--- src/rtl/stepdown_tstate_sequencer.sv ---
// Switching-period sequencer for the stepdown gate stage: dead time, high-side on,
// dead time, low-side on. Enforces min-on blanking, max-on limiting and phase exclusion.
module stepdown_tstate_sequencer #(
    parameter int CNT_W       = 8,
    parameter int DEAD_CYC    = 4,
    parameter int MIN_ON      = 6,
    parameter int MAX_ON      = 200,
    parameter int SYNC_STAGES = 2
) (
    input  logic clk,
    input  logic rst_n,
    input  logic en,
    input  logic pwm_set,
    input  logic comp_trip,
    input  logic zc_trip,
    output logic i0,
    output logic tstate0,
    output logic tstate1,
    output logic busy,
    output logic maxon_flag
);

    typedef enum logic [2:0] {
        IDLE  = 3'd0,
        DT_HS = 3'd1,
        HS_ON = 3'd2,
        DT_LS = 3'd3,
        LS_ON = 3'd4
    } state_t;

    localparam logic [CNT_W-1:0] DEAD_LD  = CNT_W'(DEAD_CYC - 1);
    localparam logic [CNT_W-1:0] MIN_LAST = CNT_W'(MIN_ON - 1);
    localparam logic [CNT_W-1:0] MAX_LAST = CNT_W'(MAX_ON - 1);
    localparam logic [CNT_W-1:0] CNT_TOP  = {CNT_W{1'b1}};

    state_t           state, state_nxt;
    logic [CNT_W-1:0] cnt, cnt_nxt, cnt_inc, cnt_dec;
    logic             abort, abort_nxt;
    logic             maxon_set;

    logic [SYNC_STAGES-1:0] pwm_sr, comp_sr, zc_sr;
    logic                   pwm_sync, pwm_sync_d, comp_sync, zc_sync, pwm_edge;

    always_ff @(posedge clk or negedge rst_n) begin
        if (!rst_n) begin
            pwm_sr     <= '0;
            comp_sr    <= '0;
            zc_sr      <= '0;
            pwm_sync_d <= 1'b0;
        end else begin
            pwm_sr     <= {pwm_sr[SYNC_STAGES-2:0], pwm_set};
            comp_sr    <= {comp_sr[SYNC_STAGES-2:0], comp_trip};
            zc_sr      <= {zc_sr[SYNC_STAGES-2:0], zc_trip};
            pwm_sync_d <= pwm_sync;
        end
    end

    assign pwm_sync  = pwm_sr[SYNC_STAGES-1];
    assign comp_sync = comp_sr[SYNC_STAGES-1];
    assign zc_sync   = zc_sr[SYNC_STAGES-1];
    assign pwm_edge  = pwm_sync & ~pwm_sync_d;

    // Counter saturates in both directions so a bad parameter set cannot wrap it.
    assign cnt_inc = (cnt == CNT_TOP) ? cnt : cnt + CNT_W'(1);
    assign cnt_dec = (cnt == '0) ? cnt : cnt - CNT_W'(1);

    always_comb begin
        state_nxt = state;
        cnt_nxt   = cnt;
        abort_nxt = abort;
        maxon_set = 1'b0;
        case (state)
            IDLE: begin
                abort_nxt = 1'b0;
                if (en && pwm_edge) begin
                    state_nxt = DT_HS;
                    cnt_nxt   = DEAD_LD;
                end
            end
            DT_HS: begin
                if (!en) begin
                    state_nxt = IDLE;
                    cnt_nxt   = '0;
                end else if (cnt == '0) begin
                    state_nxt = HS_ON;
                    cnt_nxt   = '0;
                end else begin
                    cnt_nxt = cnt_dec;
                end
            end
            HS_ON: begin
                if (!en) begin
                    state_nxt = DT_LS;
                    cnt_nxt   = DEAD_LD;
                    abort_nxt = 1'b1;
                end else if ((cnt >= MIN_LAST) && comp_sync) begin
                    state_nxt = DT_LS;
                    cnt_nxt   = DEAD_LD;
                end else if (cnt == MAX_LAST) begin
                    state_nxt = DT_LS;
                    cnt_nxt   = DEAD_LD;
                    maxon_set = 1'b1;
                end else begin
                    cnt_nxt = cnt_inc;
                end
            end
            DT_LS: begin
                // The low-side dead time always runs to completion, even when aborting.
                if (cnt == '0) begin
                    cnt_nxt   = '0;
                    state_nxt = (abort || !en) ? IDLE : LS_ON;
                end else begin
                    cnt_nxt = cnt_dec;
                end
            end
            LS_ON: begin
                if (!en) begin
                    state_nxt = IDLE;
                end else if (pwm_edge) begin
                    state_nxt = DT_HS;
                    cnt_nxt   = DEAD_LD;
                end else if (zc_sync) begin
                    state_nxt = IDLE;
                end
            end
            default: begin
                state_nxt = IDLE;
                cnt_nxt   = '0;
            end
        endcase
    end

    // Outputs are decoded from the next state so they switch on the same edge as the state.
    always_ff @(posedge clk or negedge rst_n) begin
        if (!rst_n) begin
            state      <= IDLE;
            cnt        <= '0;
            abort      <= 1'b0;
            i0         <= 1'b0;
            tstate0    <= 1'b0;
            tstate1    <= 1'b0;
            busy       <= 1'b0;
            maxon_flag <= 1'b0;
        end else begin
            state      <= state_nxt;
            cnt        <= cnt_nxt;
            abort      <= abort_nxt;
            i0         <= (state_nxt == HS_ON);
            tstate0    <= (state_nxt == HS_ON);
            tstate1    <= (state_nxt == LS_ON);
            busy       <= (state_nxt != IDLE);
            maxon_flag <= en ? (maxon_flag | maxon_set) : 1'b0;
        end
    end

endmodule
--- config.mk ---
export PLATFORM = sky130hd
export DESIGN_NAME = stepdown_tstate_sequencer
export DESIGN_NICKNAME = d
export VERILOG_FILES = /design/src/rtl/stepdown_tstate_sequencer.sv
export SDC_FILE = /design/constraint.sdc
export NUM_CORES = 1
export LEC_CHECK = 0
export CAP_MARGIN = 10
export CORE_MARGIN = 8
export CORE_UTILIZATION = 56
export CTS_CLUSTER_DIAMETER = 100
export DETAILED_ROUTE_END_ITERATION = 10
export HOLD_SLACK_MARGIN = 0.02
export PLACE_DENSITY = 0.78
export SYNTH_ARGS = -nofsm -noshare
export SYNTH_HDL_FRONTEND = slang
export SYNTH_SLANG_ARGS = --single-unit
--- constraint.sdc ---
create_clock -name clk -period 2.87 [get_ports clk]
set_input_delay 0.574 -clock clk [delete_from_list [all_inputs] [get_ports clk]]
set_output_delay 0.574 -clock clk [all_outputs]
set_load 0.05 [all_outputs]
Word level (Yosys, flattened, before mapping)

Cells that the tools add are included.

Reduce and logical (&&, ||, !) cells: 10
Bitwise operators: 3
Multiplexer cells: 29
Order comparisons: 1
Add/subtract/negate cells: 2
Equality and inequality tests: 13

Operators with widths:

| cell                                                                  | count |
|---|---|
| 8-bit two-way mux                                                     | 9 |
| 8-bit one-hot mux with 5 select lines                                 | 1 |
| 3-bit two-way mux                                                     | 11 |
| 8-bit == test, second input constant                                  | 2 |
| 3-bit one-hot mux with 5 select lines                                 | 1 |
| 3-bit by 2-bit == test with 1-bit output, second input constant       | 3 |
| 8-bit by 1-bit adder with 8-bit output, second input constant         | 1 |
| 8-bit by 3-bit >= comparator with 1-bit output, second input constant | 1 |
| 8-bit logical NOT                                                     | 1 |
| 2-bit != test, second input constant                                  | 4 |
| 8-bit by 1-bit subtractor with 8-bit output, second input constant    | 1 |
| 3-bit == test, second input constant                                  | 2 |
| 1-bit two-way mux                                                     | 6 |
| 5-bit != test, second input constant                                  | 1 |
| 4-bit AND reduction                                                   | 1 |
| 3-bit by 1-bit == test with 1-bit output, second input constant       | 1 |
| 3-bit logical NOT                                                     | 1 |
| 3-bit nonzero test                                                    | 1 |
| 1-bit logical AND                                                     | 2 |
| 1-bit one-hot mux with 2 select lines                                 | 1 |
| 2-bit AND reduction                                                   | 1 |
| 2-bit nonzero test                                                    | 1 |
| 1-bit AND                                                             | 1 |
| 1-bit logical NOT                                                     | 1 |
| 3 further kinds                                                       | 3 |

Logic and storage cells: 69
Output and inout port bits: 5
Input bits: 6
Register bits: 23

Logic depth before layout (Yosys ltp)

Depth after elaboration: 7
Mapped depth: 8
Depth with buffers taken out: 7

Worst setup path before layout

Ideal clock, no wire load.

Path type: flip-flop to flip-flop
Start point: register cnt[0]
End point: register cnt[0]
Arrival: 1.968 ns
Library setup time: 0.125 ns
Required time: 2.745 ns
Path slack: 0.777 ns
Cell stages (with the launch flop): 8
Path buffers: 0
Period minus slack after synthesis: 2.093 ns
Cell sequence: dfrtp_1 > inv_1 > ha_1 > nor2b_1 > o211ai_2 > nor3_4 > a41oi_4 > mux2_4

Word-level cells in the longest chain between the ends: 6
Elaborated cells between the ends (all ways): 16
Classes of those cells: add/sub: 2; order compare: 1; eq/ne: 3; mux: 7; reduce/logical: 3

RTL lines:

| what                                   | RTL line | RTL |
|---|---|---|
| start: declaration                     | 37       | `logic [CNT_W-1:0] cnt, cnt_nxt, cnt_inc, cnt_dec;` |
| start signal: assignment               | 146      | `cnt <= cnt_nxt;` |
| 8-bit by 1-bit adder with 8-bit output | 64       | `assign cnt_inc = (cnt == CNT_TOP) ? cnt : cnt + CNT_W'(1);` |
| 8-bit two-way mux                      | 64       |  |
| 8-bit two-way mux                      | 99       | `end else if (cnt == MAX_LAST) begin` |
| 8-bit two-way mux                      | 96       | `end else if ((cnt >= MIN_LAST) && comp_sync) begin` |
| 8-bit two-way mux                      | 92       | `if (!en) begin` |
| 8-bit one-hot mux with 5 select lines  | 72       | `case (state)` |

Several ways; a longest one is shown, not always the timed one. The select of a mux whose other input is x is not followed.
A chain may end at the register's enable or synchronous reset.

Worst setup path after layout

Same ends and word-level chain as after synthesis.

==> results.md <==
- The placeable core region is 2190 um^2.
- The synthesized design spends more area on one cell type than any other, namely dfrtp_1.
- The detailed router finished its first iteration with 65 violations.
- Of the post-synthesis cell area, the dominant cell type holds 0.447.
- By area, the combinational part of the netlist is dominated by simple AND/OR/NAND/NOR gates.
- The critical path in this run is classified as flip-flop to flip-flop.
- Wires add up to 2650 um.
- The cell count after placement is approximately 160.
- The post-layout net count is 145.
- The fraction of the mapped netlist area in simple logic gates is 0.232.
- Headroom to the max-slew limit came out at 0.663.
- The netlist area before placement is 1290 um^2.
- TritonCTS built the clock tree.
- Across all register-to-register paths, the minimum setup slack is 0.48 ns.
- The cell depth of the worst flop-to-flop path is 7.
- The number of instances in the synthesized netlist is 127.
- The hold buffer count at CTS is 0.
- The flip-flop and latch count after synthesis is 23.
- Of the total synthesized cell area, the portion taken by XOR and XNOR cells is 0.
- The max-slew violation count is 0.
- The worst register-to-register path begins at cnt[0]$_DFFE_PN0P_.
- The boundary pin count is 11.
- The post-detailed-placement half-perimeter wirelength is 1900 um.
- For this run, design rule violations remaining after detail routing come to 0.
- The adder-cell share of the synthesized area is 0.0389.
- In this run the worst hold path is classified as flip-flop to flip-flop.
- The share of flip-flops with an asynchronous set or reset is 1.00.
- The total number of yosys warnings is 0.
- The number of buffers on the longest clock path is 2.
- The repair_antennas step left the layout with diodes totalling 0.
- The maximum frequency from static timing analysis is 0.419 GHz.
- The total power density per cell area is 917 nW/um^2.
- Synthesis produced a netlist with a net count of between 100 and 150.
- The netlist uses 41 different library cells.
- Setup repair after global routing left no endpoint under its margin.
- Setup violations remaining at the end of the flow were counted as 0.
- Yosys attributes the largest share of cell area to dfrtp_1, nor2_1, ha_1, nor3_1, a31oi_1.
- The maximum level of the CTS H-tree is 1.
- The source of the worst hold timing path is comp_sr[0]$_DFF_PN0_.
- Entering global routing, the biggest net connects 24 pins.
- In the final timing run, aggregate negative setup slack is 0 ns.
- Once the clock tree was built, the resizer swapped 0 gates to a different size.
- After detailed routing, the number of vias per cell comes to 6.36.
- The clock sink count is 23.
- The share of synthesized area spent on multiplexers is 0.0311.
- The count of cells in the finished layout, fillers not included, comes to 162.
- The smallest clock period supported by the final layout is computed as 2.39 ns.
- The flow ran to the end, and the final reports show no timing, DRC or antenna violations.
- Leaving out fill and tap cells, the most frequent cells in the layout are dfrtp_1, nor2_1, clkdlybuf4s50_1.
- The terminating pin of the worst hold path is comp_sr[1]$_DFF_PN0_.
- The final route contains 1031 vias.
- The fraction of final layout cells with drive strength greater than 1 is 0.104.
- Measured along the x axis, the die boundary spans 64.0 um.
- The startpoint class of the critical path is a flip-flop.
- The depth of the worst hold-timing path is 0.
- The first global-routing pass estimated 4500 um of wire.
- The predominant post-synthesis flop cell is dfrtp_1.
- In the finished design, the share of the clock period the worst path needs comes to 0.832.
- On the final layout, the worst hold slack is 0.367 ns.
- The total grt overflow is 0.
- Counting the fill cells in the layout gives 177.
- The via count of the first global-routing pass is 1010.
- The area of the die is 4090 um^2.
- At the end of routability-driven placement, the weighted congestion stood at 0.878.
- The sequential element share of the synthesized area is 0.447.
- The largest fanout of any net on the critical path is 9.
- Across the run, the number of max-cap violations was 0.
- The leading cell type in the layout, fill and taps excluded is dfrtp_1.
- The number of buffers added by the clock tree synthesis step is 3.
- The final number of hold-violating endpoints is 0.
- The root buffer cell chosen for the clock tree is clkbuf_4.
- The static leakage is approximately 0.6 nW.
- The endpoint identified for the worst register-to-register timing path is cnt[0]$_DFFE_PN0P_.
- The clock slew seen by the registers of the worst setup and hold paths is ~0.12 ns.
- The per-instance average area after synthesis is 10.1 um^2.
- Buffers placed on the I/O ports in this run total 10.
- The detailed-routing iteration count for the pre-antenna-repair pass is 4.
- For the worst-skew pair, the clock arrives at the later sink with an insertion delay of 0.32 ns.
- The post-route antenna net violation count is 0.
- The number of enable flip-flop cells after synthesis is 0.
- The initial utilization of the core area, before any placement, comes to 0.588.
- The number of antenna violations at the first check in global routing is 0.
- The clock arrives with ~0.0034 ns of skew.
- The worst setup path is captured at a flip-flop.
- The compound-gate portion of the synthesized area is 0.200.
- The average wire length per cell after detail routing is 16.4 um.
- The worst-case IR drop observed on VDD is 0.534 mV.
- For this run, the total global-route usage over all layers was measured as 0.135.
- The number of setup buffers added after CTS is 0.
- Relative to the synthesized area, the layout overhead comes to 9.62%.
- Data on the critical path is required at its endpoint by 3.09 ns.
- After floorplanning, the core was divided into 17 placement rows.
- The slew at the pin with the worst max-slew slack is 0.501 ns.
- The y dimension of the die is approximately 64 um.
- The endpoint arrival time on the critical path is 2.61 ns.
## cell type report
cell class / instances / area [um^2] / area share
flip-flops and latches: 23 / 576 / 0.408
multi-input cells: 91 / 647 / 0.458
repair buffers: 11 / 108 / 0.0762
well taps: 28 / 35.0 / 0.0248
clock buffers: 3 / 22.5 / 0.0160
clock inverters: 1 / 5.00 / 0.00355
inverters: 5 / 18.8 / 0.0133
## critical path: stages, from the launching register on
cell,delay [ns]
dfrtp_1,0.49
inv_1,0.10
ha_1,0.26
nor2b_1,0.16
o211ai_2,0.40
nor3_4,0.15
a41oi_4,0.40
mux2_4,0.33
## report_power, final
part	leakage [nW]	switching (mW)	total (mW)	internal, mW
sequential	0.287	0.130	0.531	0.400
combinational	0.299	0.361	0.610	0.248
clock	0.0177	0.101	0.154	0.0523
total	0.603	0.593	1.29	0.701
## state kept, by name, indices dropped and copies added, names as in the netlist, 2 cells and up
signal / flops
comp_sr: 2
zc_sr: 2
pwm_sr: 2
cnt: 8
state: 3
## synth_stat cells (3+ instances only)
cell type  instances
nand2_1            4
nand3_1            4
ha_1               4
inv_1              5
a21oi_1            5
nor2_1            14
nor2b_1            4
and3_1             4
dfrtp_1           23
a221oi_1           3
nand4_1            3
buf_2              4
o211ai_1           3
nor3_1             8
a31oi_1            6
## kinds of logic (layout without fill, tap and decap cells)
| logic type | after synthesis | in the layout |
|---|---|---|
| flip-flops | 23 | 23 |
| adder cells (fa/ha/maj) | 4 | 4 |
| AO/OA/AOI/OAI | 32 | 32 |
| AND/OR/NAND/NOR | 52 | 52 |
| buffers and inverters | 13 | 20 |
| multiplexers | 3 | 3 |
## worst max path at each step
stage                             from                  to  slack, ns  depth (start not counted)
floorplan           cnt[0]$_DFFE_PN0P_  cnt[0]$_DFFE_PN0P_       0.78                          7
global placement                    en      busy$_DFF_PN0_       0.44                          5
detailed placement                  en      busy$_DFF_PN0_       0.35                          5
CTS                 cnt[0]$_DFFE_PN0P_  cnt[1]$_DFFE_PN0P_       0.49                          7
global route        cnt[0]$_DFFE_PN0P_  cnt[0]$_DFFE_PN0P_       0.33                          7
finish              cnt[0]$_DFFE_PN0P_  cnt[0]$_DFFE_PN0P_       0.48                          7
## metal layers
layer	share of wire	routed length (um)	vias to the layer above	track usage
met2	0.47	1260	31	0.207
met5	0	0	-	0
li1	-	-	494	-
met4	0.018	48	0	0.0669
met3	0.069	184	5	0.0331
met1	0.44	1160	501	0.172
## stage by stage
step / area (um^2) / worst slack, ns / power (mW) / util
detailed placement: 1380 / 0.350 / 1.14 / 0.632
CTS: 1410 / 0.487 / 1.29 / 0.644
floorplan: 1290 / 0.777 / 1.01 / -
global placement: 1380 / 0.440 / 1.12 / 0.632
global route: 1410 / 0.327 / 1.39 / 0.644
finish: 1410 / 0.482 / 1.29 / 0.644
Power figures use the tool's default switching activity.
